[src/rtl/parking_pkg.sv]
// ============================================================================
//  Module      : parking_pkg
//  Description : Parking-event log record format and sizing constants.
//  Revision    : 1.0 - initial release
// ============================================================================
`default_nettype none

package parking_pkg;

   localparam int MAX_HOUR  = 23;
   localparam int LOG_AW    = 3;
   localparam int LOG_DEPTH = 8;

   typedef struct packed {
      logic       dir;
      logic [4:0] hour;
      logic [4:0] day;
      logic [4:0] occ;
   } log_rec_t;

   function automatic log_rec_t pack_rec(input logic dir, input logic [4:0] hour,
                                         input logic [4:0] day, input logic [4:0] occ);
      log_rec_t r;
      r.dir  = dir;
      r.hour = hour;
      r.day  = day;
      r.occ  = occ;
      return r;
   endfunction

endpackage

`default_nettype wire

[src/rtl/parking_log_ctrl.sv]
// ============================================================================
//  Module      : parking_log_ctrl
//  Description : Ring-buffer controller for the external 8x16 parking-event log
//                RAM; optional overwrite-oldest mode under LOG_OVERWRITE_EN.
//  Revision    : 1.0 - initial release
// ============================================================================
`default_nettype none

module parking_log_ctrl
   import parking_pkg::*;
#(
   parameter int AW = LOG_AW,
   parameter int DW = 16
) (
   input  logic          clk,
   input  logic          rst_n,
   input  logic          clr,
   input  logic          evt_valid,
   output logic          evt_ready,
   input  logic          evt_dir,
   input  logic [4:0]    evt_hour,
   input  logic [4:0]    evt_day,
   input  logic [4:0]    evt_occ,
   output logic          bad_evt,
   output logic          log_valid,
   input  logic          log_ready,
   output logic [DW-1:0] log_data,
   output logic [AW:0]   count,
   output logic          full,
   output logic          empty,
   output logic          ram_wr_en,
   output logic [AW-1:0] ram_wr_addr,
   output logic [DW-1:0] ram_wr_data,
   output logic [AW-1:0] ram_rd_addr,
`ifdef LOG_OVERWRITE_EN
   output logic [7:0]    drop_cnt,
`endif
   input  logic [DW-1:0] ram_rd_data
);

   localparam int            DEPTH        = 2**AW;
   localparam logic [AW:0]   C_FULL_COUNT = (AW+1)'(DEPTH);

   logic [AW-1:0] r_wr_ptr;
   logic [AW-1:0] r_rd_ptr;
   logic [AW:0]   r_count;
   logic          r_log_valid;
   logic [DW-1:0] r_log_data;
   logic          r_bad_evt;

   logic          w_hour_ok;
   logic          w_accept;
   logic          w_write;
   logic          w_load;
   logic          w_overwrite;

   assign full      = (r_count == C_FULL_COUNT);
   assign empty     = (r_count == '0);
   assign w_hour_ok = (evt_hour <= 5'(MAX_HOUR));

`ifdef LOG_OVERWRITE_EN
   assign evt_ready   = !clr;
   // A write into a full log that is not paired with a load evicts the oldest entry.
   assign w_overwrite = w_write & full & !w_load;
`else
   assign evt_ready   = !full & !clr;
   assign w_overwrite = 1'b0;
`endif

   assign w_accept  = evt_valid & evt_ready;
   assign w_write   = w_accept & w_hour_ok;
   assign w_load    = !empty & (!r_log_valid | log_ready) & !clr;

   assign ram_wr_en   = w_write;
   assign ram_wr_addr = r_wr_ptr;
   assign ram_wr_data = pack_rec(evt_dir, evt_hour, evt_day, evt_occ);
   assign ram_rd_addr = r_rd_ptr;

   always_ff @(posedge clk or negedge rst_n) begin
      if (!rst_n) begin
         r_wr_ptr    <= '0;
         r_rd_ptr    <= '0;
         r_count     <= '0;
         r_log_valid <= 1'b0;
         r_log_data  <= '0;
         r_bad_evt   <= 1'b0;
      end else if (clr) begin
         r_wr_ptr    <= '0;
         r_rd_ptr    <= '0;
         r_count     <= '0;
         r_log_valid <= 1'b0;
         r_log_data  <= '0;
         r_bad_evt   <= 1'b0;
      end else begin
         r_bad_evt <= w_accept & !w_hour_ok;
         if (w_write)
            r_wr_ptr <= r_wr_ptr + 1'b1;
         if (w_load | w_overwrite)
            r_rd_ptr <= r_rd_ptr + 1'b1;
         if (w_write & !w_load & !w_overwrite)
            r_count <= r_count + 1'b1;
         else if (w_load & !w_write)
            r_count <= r_count - 1'b1;
         if (w_load) begin
            r_log_data  <= ram_rd_data;
            r_log_valid <= 1'b1;
         end else if (r_log_valid & log_ready) begin
            r_log_valid <= 1'b0;
         end
      end
   end

`ifdef LOG_OVERWRITE_EN
   logic [7:0] r_drop_cnt;

   always_ff @(posedge clk or negedge rst_n) begin
      if (!rst_n)
         r_drop_cnt <= '0;
      else if (clr)
         r_drop_cnt <= '0;
      else if (w_overwrite && (r_drop_cnt != 8'hFF))
         r_drop_cnt <= r_drop_cnt + 1'b1;
   end

   assign drop_cnt = r_drop_cnt;
`endif

   assign count     = r_count;
   assign log_valid = r_log_valid;
   assign log_data  = r_log_data;
   assign bad_evt   = r_bad_evt;

endmodule

`default_nettype wire

[config.mk]
export PLATFORM = sky130hd
export DESIGN_NAME = parking_log_ctrl
export DESIGN_NICKNAME = d
export VERILOG_FILES = /design/src/rtl/parking_pkg.sv /design/src/rtl/parking_log_ctrl.sv
export SDC_FILE = /design/constraint.sdc
export NUM_CORES = 1
export LEC_CHECK = 0
export ABC_AREA = 1
export CORE_MARGIN = 3
export CORE_UTILIZATION = 40
export CTS_CLUSTER_SIZE = 16
export DETAILED_ROUTE_END_ITERATION = 10
export PLACE_DENSITY_LB_ADDON = 0.05
export SYNTH_ARGS = -nofsm -noshare
export SYNTH_HDL_FRONTEND = slang
export SYNTH_SLANG_ARGS = --single-unit
[constraint.sdc]
create_clock -name clk -period 4.7 [get_ports clk]
set_input_delay 1.175 -clock clk [delete_from_list [all_inputs] [get_ports clk]]
set_output_delay 1.175 -clock clk [all_outputs]
set_load 0.05 [all_outputs]
==> summary.txt, run 1 <==
Synthesis
  – Flops & latches, synth: 28
  – Cell count after synthesis: about 140
  – Synth top area cells: dfrtp_1 (48%), a22o_1 (10%), buf_4 (8.3%)
  – Cell Area, Synth: about 1500 um2
  – Top cell type's share of synthesized area: 0.482
  – Library cells used by synthesis: 25
  – Dominant cell type by area after synthesis: dfrtp_1
  – Syn_area_per_cell: 10.5 um2
  – Register area share after synthesis: 0.482
  – Post-synth net total: between 150 and 200
  – Yosys Warn Count: 0

Critical path
  – Critical path startpoint category: input port
  – Crit Path Max Fanout: 9
  – Setup CP Type: input port to primary output
  – Worst EP required: roughly 3.5 ns
  – R2R Setup Slk: about 2.5 ns
  – Worst Path Arrival: approximately 2.9 ns
  – CP endpoint kind: primary output

Final layout
  – Nets: roughly 220
  – Finished Layout Cells: between 200 and 250
  – Inserted Diodes: 0
  – Commonest non-fill, non-tap cell in the layout: clkdlybuf4s50_1
  – Layout area overhead: 36.8%
  – Commonest non-fill, non-tap cells in the layout: clkdlybuf4s50_1 (56), dfrtp_1 (28), nand2_1 (19)
  – Share of post-route cells with drive strength above 1: 0.122

GRT
  – Vias in the first global route: roughly 1100
  – First-pass GRT wire length: 5200 um
  – Overall routing resource usage: 0.151
  – Initial antenna violation count: 0
  – Largest net degree at the start of global routing: 26
  – Grt ovf: 0

Clock tree
  – Worst-path clk slew: around 0.15 ns
  – CTS Hold Buffers Added: 0
  – Clk buf depth: 2
  – Post-CTS Setup Bufs: 0
  – CTS Buf Count: 3
  – CTS sink cnt: 28
  – Root Driver: clkbuf_4
  – Post-CTS sizing: 0
  – H-tree depth: 1
  – Clock insertion delay at the later pin of the skew report: 0.33 ns
  – TritonCTS clock tree: built

Power and ir drop
  – Peak VDD IR: between 0.2 and 0.3 mV
  – Power per standard cell area: roughly 650 nW/um2
  – Leakage power: between 0.9 and 1 nW

Timing
  – Count of final max-slew check failures: 0
  – Slew HR: 0.253
  – Final period utilization: 0.877
  – Final hold vios: 0
  – Fmax: approximately 240 MHz
  – Final Setup Violations: 0
  – Least-Margin Pin Slew: approximately 1.1 ns
  – Sum Neg Setup Slack: 0 ns
  – Minimum clock period: 4.12 ns
  – Unrepaired setup endpoints after global routing: no
  – Fin Clk Skew: roughly 0.0048 ns

Floorplanning
  – Die Y: 66.3 um
  – Die width: 66.3 um
  – I/O pin cnt: 85
  – Initial core utilization: 0.426
  – Placeable Area: ~3400 um2
  – # rows: 21
  – Die area: 4390 um2

Routing
  – Via/cell ratio: approximately 5
  – Drt drc: 0
  – DRT Wirelength: approximately 3200 um
  – DR pass1 iterations: 4
  – Wire length per cell: ~14 um
  – DR vias: approximately 1100
  – DRT iter0 DRCs: 21
  – Post-DRT Antenna Nets: 0

Placement
  – Dpl hpwl: 2360 um
  – IO buf count: 56
  – Placed instance count: between 200 and 250
  – Placer Congestion: 0.749

Flow run
  – Max-cap viol count: 0

Worst hold path
  – Tightest Hold Check Type: flip-flop to flip-flop

Outcome
  – Status: finished clean
-- cell families after synthesis --
logic type / after synthesis / share of synthesized area
xor gates and xnor gates: 1 / 0.00603
adders and majority gates: 5 / 0.0482
buffers and inverters: 34 / 0.151
AOI/OAI and AO/OA: 30 / 0.148
DFF: 28 / 0.482
and+or+nand+nor: 40 / 0.165
-- where the power goes --
part	total, mW	switching (mW)	internal (mW)
Clock	0.157	0.0711	0.0863
Sequential	0.372	0.0589	0.313
Combinational	0.769	0.509	0.260
Total	1.30	0.639	0.659
-- final cells by class --
class,count,area [um2]
inverter,16,76.3
clock buffer,3,22.5
multi-input combinational,76,534
fill,310,1430
clock inverter,1,30.0
sequential,28,701
timing repair buffer,57,568
tap,46,57.6
-- worst max-delay path, cell delays in order --
cell	delay, ns
clkdlybuf4s50_1	0.45
bufinv_8	0.24
nand3_4	0.10
nor2_8	0.15
clkdlybuf4s50_1	0.83
-- synthesized netlist by cell type --
master    instances
inv_4             1
fa_1              1
o21ai_1           4
inv_2             2
nand2_1          19
bufinv_8          1
nor2_2            2
dfrtp_1          28
nor2_1            5
nand3_2           2
nand4_2           1
nor2_8            1
a21oi_1           5
nand2_4           3
ha_1              4
buf_4            16
buf_6             2
nand3_1           3
a31oi_1           1
o21ai_0           3
xor2_1            1
nand2_2           3
inv_1            12
a22o_1           17
nand3_4           1
-- per-stage QoR --
step	setup slack [ns]	instance area [um2]	hold slack, ns	utilization	power (mW)
after floorplan	1.66	1450	0.770	-	0.941
after global placement	0.604	1940	0.460	0.567	1.14
after detailed placement	0.591	1940	0.454	0.567	1.15
after CTS	0.571	1990	0.479	0.582	1.31
after global routing	0.510	1990	0.508	0.582	1.38
final	0.580	1990	0.474	0.582	1.30
-- registers in the layout (all words and copies together), names as in the netlist --
register     flops
log_valid        1
bad_evt          1
ram_rd_addr      3
count            4
log_data        16
ram_wr_addr      3
-- final timing paths --
kind / to / start / cells past startpoint
setup / recovery: ram_wr_en / clr / 5
hold / removal: ram_rd_addr[2]$_DFFE_PN0P_ / ram_rd_addr[2]$_DFFE_PN0P_ / 1
setup reg to reg: count[3]$_DFFE_PN0P_ / count[3]$_DFFE_PN0P_ / 15
hold reg to reg: ram_rd_addr[2]$_DFFE_PN0P_ / ram_rd_addr[2]$_DFFE_PN0P_ / 1
max in group asynchronous: log_data[3]$_DFFE_PN0P_ / rst_n / 2
min in group asynchronous: log_data[14]$_DFFE_PN0P_ / rst_n / 1
-- routing by layer --
metal  vias to the layer above  part of all wire  wire length, um  GRT usage
met1                       525              0.43             1400      0.203
met2                        44              0.47             1530      0.238
met5                         -                 0                0          0
li1                        531                 -                -          -
met4                         0             0.015               48     0.0533
met3                        12             0.075              241     0.0323
No activity file was read; power rests on OpenSTA's default activity.
==> run 2: changes to the inputs <==
Settings changed: ABC_CLOCK_PERIOD_IN_PS set to 4700, CTS_CLUSTER_DIAMETER set to 50.
==> results of run 2 <==
Final layout, timing and power as in run 1 (identical DEF).
==> run 3: changes to the inputs <==
Settings changed: CORE_UTILIZATION 40 to 60, DONT_BUFFER_PORTS set to 1, SETUP_SLACK_MARGIN set to 0.02.
==> run 3 against run 2 <==
Net effect: register-to-register slack got worse by 0.43 ns; first-iteration DRC count decreased by 24%; maximum frequency increased by 18%; power decreased by 15%; cell count decreased by 33%; global-route usage increased by 3.2 points; worst setup slack improved by 0.62 ns; via count decreased by 18%; count of clock-buffer cells in the layout unchanged; worst hold slack improved by 0.039 ns; sequential share of layout area increased by 15 points; critical path type is now flip-flop to primary output; largest cell class unchanged.
==> summary.txt, run 3 (synthesis results as in run 1) <==
Timing
  – Slew HR: 0.412
  – Final hold vios: 0
  – Unrepaired setup endpoints after global routing: no
  – Fin Clk Skew: between 0.006 and 0.007 ns
  – Final Setup Violations: 0
  – Minimum clock period: between 3 and 4 ns
  – Fmax: between 200 and 300 MHz
  – Sum Neg Setup Slack: 0 ns
  – PnR worst setup slack: around 1.2 ns
  – Least-Margin Pin Slew: around 0.9 ns
  – Count of final max-slew check failures: 0
  – Final period utilization: 0.745

Critical path
  – Setup CP Type: flip-flop to primary output
  – Crit Path Max Fanout: 5
  – Worst EP required: about 3.5 ns
  – CP endpoint kind: primary output
  – Critical path startpoint category: flip-flop
  – Worst Path Arrival: between 2 and 2.5 ns

GRT
  – Largest net degree at the start of global routing: 29
  – Initial antenna violation count: 0
  – Overall routing resource usage: 0.182
  – Vias in the first global route: roughly 950
  – First-pass GRT wire length: around 4600 um
  – Grt ovf: 0

Final layout
  – Fill cell total of the finished layout: 205
  – Layout area overhead: -3.79%
  – Commonest non-fill, non-tap cells in the layout: dfrtp_1 (28), nand2_1 (19), a22o_1 (17)
  – Sequential Area: 701 um2
  – Multi-input logic area: 534 um2
  – Inserted Diodes: 0
  – Max reg flops: 16
  – Commonest non-fill, non-tap cell in the layout: dfrtp_1
  – Nets: around 170
  – Share of post-route cells with drive strength above 1: 0.169

Placement
  – Dpl hpwl: 1950 um
  – Place WS: approximately 1.6 ns
  – IO buf count: 0
  – Placer Congestion: 0.703

Routing
  – Wire length per cell: 17.1 um
  – DR pass1 iterations: 4
  – Drt drc: 0
  – DRT iter0 DRCs: 16
  – Post-DRT Antenna Nets: 0
  – DRT Wirelength: ~2600 um
  – Via/cell ratio: about 6
  – DR vias: between 900 and 1000

Floorplanning
  – I/O pin cnt: 85
  – Placeable Area: approximately 2300 um2
  – # rows: 17
  – Die area: 3050 um2
  – Die Y: ~55 um
  – Die width: between 50 and 60 um
  – Initial core utilization: 0.645

Power and ir drop
  – Leakage power: a little over 0.7 nW
  – Power per standard cell area: 787 nW/um2
  – Peak VDD IR: 0.408 mV

Clock tree
  – Post-CTS Setup Bufs: 0
  – TritonCTS clock tree: built
  – Worst-path clk slew: 0.15 ns
  – Root Driver: clkbuf_4
  – CTS sink cnt: 28
  – CTS Buf Count: 3
  – Clk buf depth: 2
  – CTS Hold Buffers Added: 0
  – H-tree depth: 1
  – Post-CTS sizing: 0
  – Clock insertion delay at the later pin of the skew report: around 0.32 ns

Outcome
  – Status: finished clean

Worst hold path
  – Tightest Hold Check Type: input port to async pin

Flow run
  – Max-cap viol count: 0
-- run 3: cell count changes in the layout (fill, tap and decap cells not counted) --
cell	change
clkdlybuf4s50_1	-56
buf_4	-1
-- run 3: report_power, final --
| part | total, mW | switching [mW] | internal, mW |
|---|---|---|---|
| logic | 0.309 | 0.202 | 0.107 |
| registers | 0.635 | 0.327 | 0.308 |
| clock network | 0.157 | 0.0712 | 0.0862 |
-- run 3: through the flow --
step	instance area, um2	utilization	hold slack (ns)	instances	power [mW]
6_report	1400	0.620	0.513	152	1.10
5_1_grt	1400	0.620	0.478	152	1.17
2_1_floorplan	1450	-	0.770	138	0.941
3_5_place_dp	1350	0.597	0.808	148	0.953
3_3_place_gp	1350	0.597	0.809	148	0.941
4_1_cts	1400	0.620	0.506	152	1.11
-- run 3: area by class of cell --
class	count	area share
clock inverters	1	0.0215
inverters	16	0.0546
well taps	28	0.0250
flip-flops and latches	28	0.501
multi-input cells	76	0.382
clock buffers	3	0.0161
-- run 3: final timing paths --
check,endpoint,slack [ns],start,cells past startpoint
setup / recovery,evt_ready,1.20,count[1]$_DFFE_PN0P_,4
hold / removal,log_data[14]$_DFFE_PN0P_,0.51,rst_n,0
setup reg to reg,count[3]$_DFFE_PN0P_,2.11,count[1]$_DFFE_PN0P_,14
hold reg to reg,count[3]$_DFFE_PN0P_,0.83,count[3]$_DFFE_PN0P_,2
max in group asynchronous,ram_rd_addr[1]$_DFFE_PN0P_,4.10,rst_n,0
min in group clk,count[3]$_DFFE_PN0P_,0.83,count[3]$_DFFE_PN0P_,2
-- run 3: critical path: stages, from the launching register on --
cell and delay [ns]:
dfrtp_1 0.74, nor2_2 0.13, nand2_2 0.15, inv_1 0.23, nor2_1 0.75
-- run 3: routing by layer --
metal	part of all wire	GRT usage	up-vias	routed length (um)
met4	0.020	0.0625	0	53
met5	0	0	-	0
met1	0.39	0.220	431	1020
met2	0.47	0.282	49	1230
met3	0.11	0.0911	12	289
li1	-	-	416	-
